===== src/rtl/sm_adder_pkg.sv =====
// Shared widths, FSM state type and table-entry arithmetic for the sign-magnitude adder.
// Optional macro SM_ADD_CANON_ZERO_EN forces every zero-magnitude entry to a positive sign.
package sm_adder_pkg;

    localparam int unsigned MAG_W_DEF = 3;
    localparam int unsigned W_DEF     = MAG_W_DEF + 1;
    localparam int unsigned S_DEF     = MAG_W_DEF + 2;
    localparam int unsigned DEPTH_DEF = 1 << (2 * W_DEF);

    localparam int unsigned MAX_MAG_W = 4;
    localparam int unsigned MAX_W     = MAX_MAG_W + 1;
    localparam int unsigned MAX_S     = MAX_MAG_W + 2;

    typedef enum logic {
        ST_INIT = 1'b0,
        ST_RUN  = 1'b1
    } state_e;

    // Operands arrive zero-extended to the widest legal format; the sign sits at bit mag_w.
    function automatic logic [MAX_S-1:0] sm_entry(
        input int unsigned      mag_w,
        input logic [MAX_W-1:0] a,
        input logic [MAX_W-1:0] b
    );
        logic [MAX_W-1:0] mask;
        logic [MAX_W-1:0] ma;
        logic [MAX_W-1:0] mb;
        logic [MAX_W-1:0] mag;
        logic             sa;
        logic             sb;
        logic             sign;
        mask = MAX_W'((1 << mag_w) - 1);
        ma   = a & mask;
        mb   = b & mask;
        sa   = a[mag_w];
        sb   = b[mag_w];
        if (sa == sb) begin
            mag  = ma + mb;
            sign = sa;
        end else if (ma > mb) begin
            mag  = ma - mb;
            sign = sa;
        end else if (mb > ma) begin
            mag  = mb - ma;
            sign = sb;
        end else begin
            mag  = '0;
            sign = sa;
        end
`ifdef SM_ADD_CANON_ZERO_EN
        if (mag == '0) begin
            sign = 1'b0;
        end
`endif
        return MAX_S'(mag) | (MAX_S'(sign) << (mag_w + 1));
    endfunction

endpackage


===== src/rtl/sm_table_ram.sv =====
// Result table storage: one write port, registered read port, no reset on contents.
module sm_table_ram #(
    parameter int unsigned AW = 8,
    parameter int unsigned DW = 5
) (
    input  logic          clk,
    input  logic          wr_en,
    input  logic [AW-1:0] wr_addr,
    input  logic [DW-1:0] wr_data,
    input  logic          rd_en,
    input  logic [AW-1:0] rd_addr,
    output logic [DW-1:0] rd_data
);

    logic [DW-1:0] mem [0:(1<<AW)-1];

    // Read data only moves on an enabled read, so a stalled result stays put.
    always_ff @(posedge clk) begin
        if (wr_en) begin
            mem[wr_addr] <= wr_data;
        end
        if (rd_en) begin
            rd_data <= mem[rd_addr];
        end
    end

endmodule


===== src/rtl/table_sign_magnitude_adder.sv =====
// Table-driven sign-magnitude adder: builds a full sum table after reset, then serves lookups.
// Optional macro SM_ADD_CANON_ZERO_EN: every zero result gets sign 0 instead of a's sign.
module table_sign_magnitude_adder
    import sm_adder_pkg::*;
#(
    parameter int unsigned MAG_W = MAG_W_DEF
) (
    input  logic                 clk_i,
    input  logic                 rst_ni,
    input  logic [MAG_W:0]       a_i,
    input  logic [MAG_W:0]       b_i,
    input  logic                 in_valid_i,
    output logic                 in_ready_o,
    output logic [MAG_W+1:0]     sum_o,
    output logic                 out_valid_o,
    input  logic                 out_ready_i,
    output logic                 init_done_o
);

    localparam int unsigned W  = MAG_W + 1;
    localparam int unsigned S  = MAG_W + 2;
    localparam int unsigned AW = 2 * W;

    state_e          state_q;
    state_e          state_d;
    logic [AW-1:0]   cnt_q;
    logic [AW-1:0]   rd_addr;
    logic [S-1:0]    wr_data;
    logic [S-1:0]    rd_data;
    logic            wr_en;
    logic            accept;
    logic            out_valid_q;
    logic            a_sign_q;
    logic [S-2:0]    mag_out;
    logic            sign_out;

    always_ff @(posedge clk_i) begin
        if (!rst_ni) begin
            state_q     <= ST_INIT;
            cnt_q       <= '0;
            out_valid_q <= 1'b0;
            a_sign_q    <= 1'b0;
        end else begin
            state_q <= state_d;
            if (state_q == ST_INIT) begin
                cnt_q <= cnt_q + 1'b1;
            end
            if (accept) begin
                out_valid_q <= 1'b1;
                a_sign_q    <= a_i[W-1];
            end else if (out_ready_i) begin
                out_valid_q <= 1'b0;
            end
        end
    end

    always_comb begin
        state_d = state_q;
        wr_en   = 1'b0;
        case (state_q)
            ST_INIT: begin
                wr_en = 1'b1;
                if (&cnt_q) begin
                    state_d = ST_RUN;
                end
            end
            ST_RUN: begin
                state_d = ST_RUN;
            end
            default: begin
                state_d = ST_INIT;
            end
        endcase
    end

    // Entry at {x,y} is computed with x as operand a; the canonical address puts the smaller code first.
    assign wr_data = S'(sm_entry(MAG_W, MAX_W'(cnt_q[AW-1:W]), MAX_W'(cnt_q[W-1:0])));
    assign rd_addr = (a_i > b_i) ? {b_i, a_i} : {a_i, b_i};

    assign in_ready_o  = (state_q == ST_RUN) && (!out_valid_q || out_ready_i);
    assign accept      = in_valid_i && in_ready_o;
    assign init_done_o = (state_q == ST_RUN);
    assign out_valid_o = out_valid_q;

    sm_table_ram #(
        .AW (AW),
        .DW (S)
    ) u_table (
        .clk     (clk_i),
        .wr_en   (wr_en),
        .wr_addr (cnt_q),
        .wr_data (wr_data),
        .rd_en   (accept),
        .rd_addr (rd_addr),
        .rd_data (rd_data)
    );

    // A swapped lookup of +x/-x reads the entry built for the other order, so zero signs are re-derived here.
    assign mag_out = rd_data[S-2:0];
`ifdef SM_ADD_CANON_ZERO_EN
    assign sign_out = (mag_out == '0) ? 1'b0 : rd_data[S-1];
`else
    assign sign_out = (mag_out == '0) ? a_sign_q : rd_data[S-1];
`endif

    assign sum_o = out_valid_q ? {sign_out, mag_out} : '0;

endmodule


===== config.mk =====
export PLATFORM = sky130hd
export DESIGN_NAME = table_sign_magnitude_adder
export DESIGN_NICKNAME = d
export VERILOG_FILES = /design/src/rtl/sm_adder_pkg.sv /design/src/rtl/sm_table_ram.sv /design/src/rtl/table_sign_magnitude_adder.sv
export SDC_FILE = /design/constraint.sdc
export NUM_CORES = 2
export LEC_CHECK = 0
export BUFFER_PORTS_ARGS = -buffer_cell sky130_fd_sc_hd__buf_4
export CAP_MARGIN = 20
export CORE_UTILIZATION = 35
export DETAILED_ROUTE_END_ITERATION = 8
export HOLD_SLACK_MARGIN = 0.08
export PLACE_DENSITY = 0.58
export SYNTH_ARGS = -nofsm -noshare
export SYNTH_HDL_FRONTEND = slang
export SYNTH_SLANG_ARGS = --single-unit

===== constraint.sdc =====
create_clock -name clk_i -period 17.9 [get_ports clk_i]
set_clock_uncertainty 0.15 [all_clocks]
set_input_delay 2.685 -clock clk_i [delete_from_list [all_inputs] [get_ports clk_i]]
set_output_delay 2.685 -clock clk_i [all_outputs]
set_load 0.03 [all_outputs]

==> flow_summary.toml <==
[status]
outcome = "completed"

[critical_path]
reg2reg_from = "cnt_q[4]"
slowest_stage = "buf_4"
worstPathArrival_ns = 8.12
max_stage_delay_ns = 0.77
crit_type = "input pin to flop"
path_buf_inv = 5
path_cells = "buf_4 > inv_1 > ha_1 > nor2b_4 > o21a_2 > o2111ai_4 > buf_12 > buf_4 > buf_4 > mux2i_1 > mux2i_1 > nand4_1 > nand4_1 > nor4_2 > nand4b_1 > or4_1"
worstPathRequired_ns = 18.22
endpoint_kind = "flop"
crit_top_cell = "buf_4"
critPathMaxFanout = 147
crit_start = "b_i[1]"
critPathTopFamily = "buffers and inverters"
cp-start-kind = "input pin"

[logic_synthesis]
synth.area.top_cells = "edfxtp_1 72%, nand2_1 7.1%, nand3_1 3.1%"
synth_fp_nets = 4139
synth.cell_area_um2 = 53300
syn_area_per_cell_um2 = 13.0
synth_top_cell_area_share = 0.723
synth_top_flop_cell = "edfxtp_1"
synth.yosys.seq_area_share = 0.727
ys_types = 82
synth_edf_count = 1285
ys_ff_latch = 1296
synth_top_area_cell = "edfxtp_1"
yosys_warnings = 0
synth_cells = 4105
async_flop_share = 0

[timing]
setup-violations-final = 0
fin_hold_ws_ns = 0.427
fin_crit_sh = 0.435
rsz0062_at_grt = "false"
worst_slew_pin_slew_ns = 1.19
fin_crit_ns = 7.79
hold_viol = 0
slew_headroom = 0.208
setup_tns_ns = 0
timing.fmax_mhz = 128
drv_slew = 0

[route]
wl_per_cell_um = 25.4
drc_errors = 0
drt_iter0_markers = 4190
first_pass_iters = 6
avgViaCountPerCell = 5.53
num_vias = 34100
totalWireLength_um = 157000
drtAntennaViolNets = 0

[floorplan]
die_h_um = 392
die_w_um = 392
rows = 142
initial_utilization = 0.354
die-area_um2 = 154000
ios = 20
coreArea_um2 = 150000

[job]
drv_cap = 0

[pwr]
leakagePower_nw = 19.0
pwr-share-seq = 0.491
clkPwrFrac = 0.389
netSwitchingPower_mw = 1.74
p_sw_frac = 0.256
p_comb_frac = 0.120
p_int_mw = 5.07
irDropWorstVdd_v = 0.000105
powerDensity_nw_per_um2 = 114

[min_path]
hp-class = "flop to flop"
worst_hold_startpoint = "a_sign_q"

[placed_design]
io_buffer_count = 19
hpwl_um = 92800
routabilityCongestion = 0.879
place_area_um2 = 55500

[cts]
clock-root-buffer = "clkbuf_16"
insertion_delay_ns = 0.76
cts-resized-gates = 0
cts_buffers = 134
cts_tree = "yes"
cts_setup_buffers = 0
clkTransAtPathRegs_ns = 0.06
clock_path_buffers = 3
cts_htree_levels = 4
holdBufCountCts = 0
clock_sinks = 1296

[global_routing]
globalRouteTotalUtil = 0.202
grt_pass1_wl_um = 227000
grt_pass1_vias = 32800
grt_max_degree = 174
antenna_found_initial = 5
grt_overflow_total = 0

[finish]
syn2layout_area_growth_pct = 11.6
final_layout_size_suffix_gt1_frac = 0.0773
final_cell_area_um2 = 59500
layout_common_cells = "1,285 x edfxtp_1, 995 x nand2_1, 331 x nand3_1"
fill_cells = 14000
layout_commonest_cell = "edfxtp_1"
diodes = 0
fin_nets = 4093
[stage by stage]
| stage | power (mW) | utilization | worst slack [ns] | std cells |
|---|---|---|---|---|
| CTS | 6.84 | 0.396 | 10.21 | 6167 |
| global route | 7.01 | 0.396 | 9.89 | 6167 |
| global placement | 4.22 | 0.369 | 9.45 | 5937 |
| floorplan | 3.96 | - | 4.50 | 4105 |
| detailed placement | 4.22 | 0.369 | 9.43 | 5939 |
| finish | 6.81 | 0.396 | 10.11 | 6167 |
[metal layers]
| layer | up-vias | share of wire | track usage |
|---|---|---|---|
| li1 | 15200 | - | - |
| met2 | 1478 | 0.46 | 0.312 |
| met4 | 4 | 0.033 | 0.0723 |
| met1 | 17200 | 0.42 | 0.281 |
| met3 | 247 | 0.088 | 0.0420 |
| met5 | - | 0.000089 | 0 |
[power by group through the flow]
stage               registers, mW  logic, mW  clock network, mW
detailed placement           3.41      0.812                  0
global route                 3.34      0.879               2.79
floorplan                    3.43      0.528                  0
CTS                          3.34      0.815               2.68
finish                       3.34      0.820               2.65
global placement             3.41      0.807                  0
[worst paths after layout]
path	end	slack [ns]	cells past startpoint
max	u_table.rd_data[2]	10.11	16
min	a_sign_q	0.43	2
max reg2reg	u_table.mem[50][4]	12.21	11
min reg2reg	a_sign_q	0.43	2
[sequential cells by signal, summed over array words and instances, names as in the netlist]
signal / flops
a_sign_q: 1
out_valid_o: 1
cnt_q: 8
u_table.rd_data: 5
init_done_o: 1
u_table.mem: 1280
[synthesized netlist by cell type (all sizes together) (8+ instances only)]
master	instances
inv	21
nand2	1005
o211ai	9
a22oi	42
nor2b	9
and3	90
edfxtp	1285
mux2i	69
nor3	27
o22ai	21
o21a	8
nand3	334
clkbuf	82
and2	14
nor4	11
a2111oi	9
a41oi	12
o2111ai	12
a221oi	14
buf	188
a21oi	145
a311oi	47
a211oi	61
a31oi	65
nand4	47
o21ai	33
ha	17
dfxtp	11
a32oi	28
nor2	293
[cells by family after synthesis]
| family | Yosys count | synth area share |
|---|---|---|
| compound gates | 553 | 0.0733 |
| flops | 1296 | 0.727 |
| simple gates | 1858 | 0.150 |
| xor+xnor | 9 | 0.00148 |
| mux | 76 | 0.0155 |
| buf+inv | 291 | 0.0260 |
| fa+ha+maj | 22 | 0.00586 |
[area by class of cell]
cell class / count / area, um2 / share of cell area
Clock buffer: 173 / 3670 / 0.0616
Clock inverter: 55 / 393 / 0.00660
Inverter: 21 / 78.8 / 0.00132
Multi-Input combinational cell: 2518 / 13300 / 0.224
Sequential cell: 1296 / 38800 / 0.652
Tap cell: 2016 / 2520 / 0.0424
Timing Repair Buffer: 88 / 731 / 0.0123
[tightest hold or removal path, stage by stage, from the launching register on]
cell and delay (ns):
dfxtp_1 0.34, mux2i_1 0.14, nor2b_1 0.06
No activity file was read; power rests on OpenSTA's default activity.
